[src/rtl/dpll_pkg.sv]
// dpll_pkg: types and default constants shared by the DPLL blocks
// (controller, lock detector, NCO and phase detector).
//   dpll_state_e : controller state encoding, also exported on the state port
//   DPLL_*       : default parameter values
package dpll_pkg;

    typedef enum logic [1:0] {
        ST_IDLE  = 2'd0,
        ST_ACQ   = 2'd1,
        ST_LOAD  = 2'd2,
        ST_TRACK = 2'd3
    } dpll_state_e;

    localparam int DPLL_W          = 16;
    localparam int DPLL_AVG_LOG2   = 2;
    localparam int DPLL_MIN_W      = 4;
    localparam int DPLL_LOCK_TOL   = 2;
    localparam int DPLL_LOCK_CNT   = 8;
    localparam int DPLL_UNLOCK_TOL = 16;

endpackage

[src/rtl/dpll_lock_det.sv]
// dpll_lock_det: lock qualification for the DPLL tracking loop.
// Compares a measurement against the current NCO word, counts consecutive
// good samples and drives the locked flag.
//   clk, rst_n  : clock, asynchronous active-low reset
//   i_clr       : synchronous clear of good counter and locked flag
//   i_chk       : evaluate i_meas_w against i_nco_w this cycle (tracking strobe)
//   i_meas_w    : measured fin high-time
//   i_nco_w     : current NCO word (register value, before any trim)
//   o_unlock    : combinational; sample is invalid or too far off (re-acquire)
//   o_locked    : registered lock indicator
module dpll_lock_det
    import dpll_pkg::*;
#(
    parameter int W          = DPLL_W,
    parameter int MIN_W      = DPLL_MIN_W,
    parameter int LOCK_TOL   = DPLL_LOCK_TOL,
    parameter int LOCK_CNT   = DPLL_LOCK_CNT,
    parameter int UNLOCK_TOL = DPLL_UNLOCK_TOL
) (
    input  logic         clk,
    input  logic         rst_n,
    input  logic         i_clr,
    input  logic         i_chk,
    input  logic [W-1:0] i_meas_w,
    input  logic [W-1:0] i_nco_w,
    output logic         o_unlock,
    output logic         o_locked
);

    localparam int GW = $clog2(LOCK_CNT + 1);
    localparam logic [GW-1:0] CNT_MAX     = LOCK_CNT[GW-1:0];
    localparam logic [W-1:0]  MIN_WORD    = MIN_W[W-1:0];
    localparam logic [W-1:0]  LOCK_WORD   = LOCK_TOL[W-1:0];
    localparam logic [W-1:0]  UNLOCK_WORD = UNLOCK_TOL[W-1:0];

    logic [W-1:0]  w_diff;
    logic          w_good;
    logic [GW-1:0] r_good_cnt;
    logic          r_locked;

    assign w_diff   = (i_meas_w >= i_nco_w) ? (i_meas_w - i_nco_w) : (i_nco_w - i_meas_w);
    assign o_unlock = (i_meas_w < MIN_WORD) || (w_diff > UNLOCK_WORD);
    assign w_good   = (w_diff <= LOCK_WORD);
    assign o_locked = r_locked;

    always_ff @(posedge clk or negedge rst_n) begin
        if (!rst_n) begin
            r_good_cnt <= '0;
            r_locked   <= 1'b0;
        end else if (i_clr) begin
            r_good_cnt <= '0;
            r_locked   <= 1'b0;
        end else if (i_chk) begin
            if (o_unlock) begin
                r_good_cnt <= '0;
                r_locked   <= 1'b0;
            end else if (w_good) begin
                if (r_good_cnt != CNT_MAX)
                    r_good_cnt <= r_good_cnt + 1'b1;
                // This strobe brings (or keeps) the run at LOCK_CNT.
                if (r_good_cnt >= CNT_MAX - 1'b1)
                    r_locked <= 1'b1;
            end else begin
                // Hysteresis band: break the run but keep the lock flag.
                r_good_cnt <= '0;
            end
        end
    end

endmodule

[src/rtl/dpll_ctrl.sv]
// dpll_ctrl: DPLL acquisition and tracking controller.
// Averages 2^AVG_LOG2 valid fin high-time measurements into an initial NCO
// word, then trims it with phase-detector pulses and reports lock.
//   clk, rst_n : clock, asynchronous active-low reset
//   en         : level enable, low returns to IDLE
//   meas_w     : measured fin high-time, valid with meas_vld
//   meas_vld   : one-cycle measurement strobe
//   pd_up/dn   : phase-detector trim requests
//   nco_w      : NCO frequency word
//   nco_load   : one-cycle pulse with a freshly averaged nco_w
//   locked     : lock indicator
//   state      : IDLE=0, ACQ=1, LOAD=2, TRACK=3
module dpll_ctrl
    import dpll_pkg::*;
#(
    parameter int W          = DPLL_W,
    parameter int AVG_LOG2   = DPLL_AVG_LOG2,
    parameter int MIN_W      = DPLL_MIN_W,
    parameter int LOCK_TOL   = DPLL_LOCK_TOL,
    parameter int LOCK_CNT   = DPLL_LOCK_CNT,
    parameter int UNLOCK_TOL = DPLL_UNLOCK_TOL
) (
    input  logic         clk,
    input  logic         rst_n,
    input  logic         en,
    input  logic [W-1:0] meas_w,
    input  logic         meas_vld,
    input  logic         pd_up,
    input  logic         pd_dn,
    output logic [W-1:0] nco_w,
    output logic         nco_load,
    output logic         locked,
    output logic [1:0]   state
);

    localparam int AW    = W + AVG_LOG2;
    localparam int N_AVG = 1 << AVG_LOG2;
    localparam logic [AVG_LOG2:0] CNT_DONE = N_AVG[AVG_LOG2:0];
    localparam logic [W-1:0]      MIN_WORD = MIN_W[W-1:0];

    dpll_state_e         r_state;
    logic [AW-1:0]       r_acc;
    logic [AVG_LOG2:0]   r_cnt;
    logic [W-1:0]        r_nco_w;
    logic                r_nco_load;
    logic [W-1:0]        w_trim;
    logic                w_meas_ok;
    logic                w_unlock;
    logic                w_chk;
    logic                w_clr;

    assign w_meas_ok = (meas_w >= MIN_WORD);
    assign w_chk     = en && meas_vld && (r_state == ST_TRACK);
    // LOAD starts a fresh lock run; en low drops any lock.
    assign w_clr     = !en || (r_state == ST_LOAD);

    // Saturating trim of the current word; conflicting pulses cancel.
    always_comb begin
        w_trim = r_nco_w;
        if (pd_up && !pd_dn && (r_nco_w != '1))
            w_trim = r_nco_w + 1'b1;
        else if (pd_dn && !pd_up && (r_nco_w > MIN_WORD))
            w_trim = r_nco_w - 1'b1;
    end

    dpll_lock_det #(
        .W          (W),
        .MIN_W      (MIN_W),
        .LOCK_TOL   (LOCK_TOL),
        .LOCK_CNT   (LOCK_CNT),
        .UNLOCK_TOL (UNLOCK_TOL)
    ) u_lock_det (
        .clk      (clk),
        .rst_n    (rst_n),
        .i_clr    (w_clr),
        .i_chk    (w_chk),
        .i_meas_w (meas_w),
        .i_nco_w  (r_nco_w),
        .o_unlock (w_unlock),
        .o_locked (locked)
    );

    always_ff @(posedge clk or negedge rst_n) begin
        if (!rst_n) begin
            r_state    <= ST_IDLE;
            r_acc      <= '0;
            r_cnt      <= '0;
            r_nco_w    <= '0;
            r_nco_load <= 1'b0;
        end else if (!en) begin
            r_state    <= ST_IDLE;
            r_acc      <= '0;
            r_cnt      <= '0;
            r_nco_load <= 1'b0;
        end else begin
            r_nco_load <= 1'b0;
            case (r_state)
                ST_IDLE: begin
                    r_state <= ST_ACQ;
                    r_acc   <= '0;
                    r_cnt   <= '0;
                end
                ST_ACQ: begin
                    if (meas_vld && w_meas_ok) begin
                        r_acc <= r_acc + {{AVG_LOG2{1'b0}}, meas_w};
                        r_cnt <= r_cnt + 1'b1;
                        if (r_cnt + 1'b1 == CNT_DONE)
                            r_state <= ST_LOAD;
                    end
                end
                ST_LOAD: begin
                    r_nco_w    <= r_acc[AW-1:AVG_LOG2];
                    r_nco_load <= 1'b1;
                    r_state    <= ST_TRACK;
                end
                ST_TRACK: begin
                    if (meas_vld && w_unlock) begin
                        // Re-acquire; the word is kept as-is for the NCO.
                        r_state <= ST_ACQ;
                        r_acc   <= '0;
                        r_cnt   <= '0;
                    end else begin
                        r_nco_w <= w_trim;
                    end
                end
                default: r_state <= ST_IDLE;
            endcase
        end
    end

    assign nco_w    = r_nco_w;
    assign nco_load = r_nco_load;
    assign state    = r_state;

endmodule

[config.mk]
export PLATFORM = sky130hd
export DESIGN_NAME = dpll_ctrl
export DESIGN_NICKNAME = d
export VERILOG_FILES = /design/src/rtl/dpll_pkg.sv /design/src/rtl/dpll_lock_det.sv /design/src/rtl/dpll_ctrl.sv
export SDC_FILE = /design/constraint.sdc
export NUM_CORES = 1
export LEC_CHECK = 0
export CAP_MARGIN = 30
export CORE_MARGIN = 10
export CORE_UTILIZATION = 53
export DETAILED_ROUTE_END_ITERATION = 8
export PLACE_DENSITY = 0.74
export SLEW_MARGIN = 0
export SYNTH_ARGS = -nofsm -noshare
export SYNTH_HDL_FRONTEND = slang
export SYNTH_SLANG_ARGS = --single-unit
[constraint.sdc]
create_clock -name clk -period 7.36 [get_ports clk]
set_input_delay 1.104 -clock clk [delete_from_list [all_inputs] [get_ports clk]]
set_output_delay 1.104 -clock clk [all_outputs]
set_load 0.1 [all_outputs]
==> impl_results.md <==
* Vias at 4,927
* Setup TNS at 0 ns
* Comb pwr share at 73.5%
* Commonest non-fill, non-tap cell in the layout: ha_1
* Max VDD drop at 0.1567 mV
* Most frequent cells in the layout: ha_1, inv_1, a21oi_1, nand2_1, dfrtp_1
* Synthesized net count at 734
* Internal power at 1.047 mW
* Mapped Cells at 639
* Ys Warns at 0
* Final slew viol count at 0
* Critical Path Fanout Max at 22
* Post-layout instance count excluding filler cells at 802
* Period minus WS final at roughly 5.9 ns
* Reg2Reg Depth at 15
* Post-synthesis xor/xnor area fraction at 6.103%
* Most used DFF post-synth: dfrtp_1
* Post-synth top area share at 21.21%
* DRC viols at 0
* Clk pwr share at 8.5%
* Resized cells post-CTS at 0
* Starting Density at a little over half
* CTS sink count at 45
* Reg clk slew, reported paths at 0.09 ns
* Sequential group share of total power at 18.0%
* Die Wd at 120.1 um
* Die area at about 14,000 um^2
* GP Congestion at 0.9435
* H-tree Lvls at 2
* WP data arrival at 6.13 ns
* Tot Pwr at 2.323 mW
* Placement Cell Area at roughly 5800 um^2
* Hold_buf cts at 0
* # placed instances at 794
* WP data required at 7.55 ns
* CTS tree: done
* CP startpoint kind: input port
* Port buffer count at 41
* Clock Skew at around 0.011 ns
* Row cnt at 36
* LEAKAGE at 2.622 nW
* Post-synthesis sequential area ratio at about a fifth
* First-pass GRT wire length at around 24 mm
* Max Freq at 168.3 MHz
* Synth Area in Adders at 17.77%
* Setup-failing EPs final at 0
* Final Cell Area at 5964 um^2
* Largest family of logic cells by synthesized area: compound AO/OA/AOI/OAI gates
* Final Hold Vio Count at 0
* Residual antenna-violating net count after detailed routing at 0
* Filler cell count in the final layout at ~880
* Die height at between 100 and 150 um
* Count of cell types in the netlist at 64
* Hold path endpoint: r_acc[0]
* Total global-route track usage at 20.15%
* Setup CP Type: in2reg
* Clock Path Buffers at 2
* Core area at ~9800 um^2
* Detailed-route wire length per cell at 18.34 um
* Worst Setup End Kind: register
* Hold WC Path Type: reg2reg
* Area Overhead vs Synth at 12.32%
* Max-Cap Viols at 0
* Synth area leader: dfrtp_1
* RR Startpoint: nco_w[0]
* Compound-Gate Fraction of Synth Area at around a quarter
* Tightest Pin Transition at 0.9893 ns
* Syn avg cell area at between 8 and 9 um^2
* Root buffer cell: clkbuf_8
* EDFF count, synth at 0
* Hold Crit Depth at 2
* Unrepaired setup endpoints after global routing: false
* Power Density at 389.4 nW/um^2
* Number of optimization iterations in the first detailed-route pass at 5
* Worst hold path startpoint: r_acc[0]
* Vias in the first global route at 4,950
* Flops & latches, synth at between 40 and 50
* FFs w/ async S/R, synth at 100.0%
* Io pins at 42
* Layout cell share with drive strength beyond 1 at 5.680%
* Reg2reg end: r_acc[17]
* Pin count of the biggest net entering global routing at 24
* Fin crit share at 80.75%
* # Post-CTS Setup Buffers at 0
* DR vias/cell at 6.143
* 1st-iter DRT viols at approximately 350
* Drt total wl at 14.71 mm
* N_diodes at 0
* Final HPWL DP at 11.94 mm
* Remaining global-route overflow at 0
* Post-synthesis mux area share at around 6.8%
* Sw frac at 54.93%
* Nets@finish at 763
* Status: complete, no violations
* Synth top area cells: dfrtp_1, ha_1, mux2i_1
* Worst-Skew Late Latency at 0.30 ns
* Initial antenna violation count at 0
* Switch Pwr at 1.276 mW
* Post-Synth Simple-Gate Area at 16.28%
* CTS Buf Count at 5
* R2R setup slack at about 2.1 ns
* Netlist Area Pre-Place at 5310 um^2
* Slew HR at ~34%
## per-stage QoR
| stage | setup slack (ns) | utilization [%] | hold slack, ns |
|---|---|---|---|
| 3_5_place_dp | 1.194 | 59.83 | 0.4981 |
| 4_1_cts | 1.510 | 61.02 | 0.5182 |
| 5_1_grt | 1.083 | 61.02 | 0.5753 |
| 2_1_floorplan | 1.819 | - | 0.4538 |
| 6_report | 1.417 | 61.02 | 0.5190 |
| 3_3_place_gp | 1.353 | 59.27 | 0.4948 |
## worst max-delay path, stage by stage
cell	delay, ns
clkdlybuf4s50_1	0.47
inv_1	0.08
ha_1	0.16
inv_1	0.06
fa_1	0.41
a211oi_2	0.31
o211ai_1	0.23
a2111oi_4	0.41
o21bai_2	0.30
or4b_1	0.60
o211ai_2	0.10
nand4_2	0.13
nor4_4	0.49
a32o_1	0.68
buf_4	0.36
or4_1	0.14
o21ai_0	0.08
## logic make-up after synthesis
group	count (synthesis)
flops	45
xor+xnor	37
buf+inv	74
simple gates	169
mux	36
fa+ha+maj	73
compound gates	205
## per-layer routing
metal | global-route usage (%) | share of wire [%] | routed length [um] | up-vias
met4 | 6.637 | 2.6 | 388 | 0
li1 | - | - | - | 2399
met1 | 25.84 | 45 | 6659 | 2358
met2 | 34.18 | 48 | 7090 | 137
met5 | 0 | 0 | 0 | -
met3 | 2.579 | 3.9 | 572 | 33
## sequential cells by signal, summed over array words and instances (netlist names)
register and count:
r_acc 18, nco_w 16, u_lock_det.r_good_cnt 4, r_cnt 3
state 2, nco_load 1, u_lock_det.o_locked 1
## cells in the mapped netlist, types with 2 or more instances
cell,number
ha_1,69
inv_1,51
a21oi_1,50
nand2_1,50
dfrtp_1,45
o21ai_0,44
mux2i_1,36
nor2_1,29
xnor2_1,23
o31ai_1,20
a21o_1,15
xor2_1,14
nor3_1,13
clkbuf_1,12
nand2b_1,11
nand3_1,11
nand4_1,11
o21a_1,11
a211oi_1,10
or2_2,9
buf_2,8
nor4_1,7
a31oi_1,6
a31o_2,5
and2_1,5
and3_1,5
nor2b_1,5
o211ai_1,5
o21bai_1,5
or3_1,5
fa_1,4
a21boi_0,3
o22ai_1,3
o2bb2ai_1,3
a211o_1,2
and4_1,2
buf_6,2
o22a_1,2
o311ai_0,2
o31a_1,2
## final cells by class
type	instances	area, um^2	area share (%)
Sequential cell	45	1126	18.88
Multi-Input combinational cell	520	3889	65.20
Inverter	51	191.4	3.210
Tap cell	133	166.4	2.790
Clock buffer	7	86.33	1.447
Clock inverter	1	30.03	0.5035
Timing Repair Buffer	45	475.5	7.971
## how the worst max path moves through the flow
stage                            to       from  cells past startpoint
after global routing      r_acc[17]  meas_w[0]                     17
after global placement    r_acc[17]  meas_w[0]                     17
after CTS                 r_acc[17]  meas_w[0]                     17
after detailed placement  r_acc[17]  meas_w[0]                     17
after floorplan           nco_w[15]  nco_w[14]                     14
final                     r_acc[17]  meas_w[0]                     17
## power groups by stage
| stage | combinational, mW | sequential [mW] | clock, mW |
|---|---|---|---|
| after floorplan | 1.07 | 0.654 | 0 |
| after global placement | 1.63 | 0.418 | 0 |
| after detailed placement | 1.68 | 0.421 | 0 |
| after CTS | 1.69 | 0.416 | 0.201 |
| after global routing | 1.85 | 0.429 | 0.211 |
| final | 1.71 | 0.418 | 0.199 |
(Power assumes the default switching activity.)
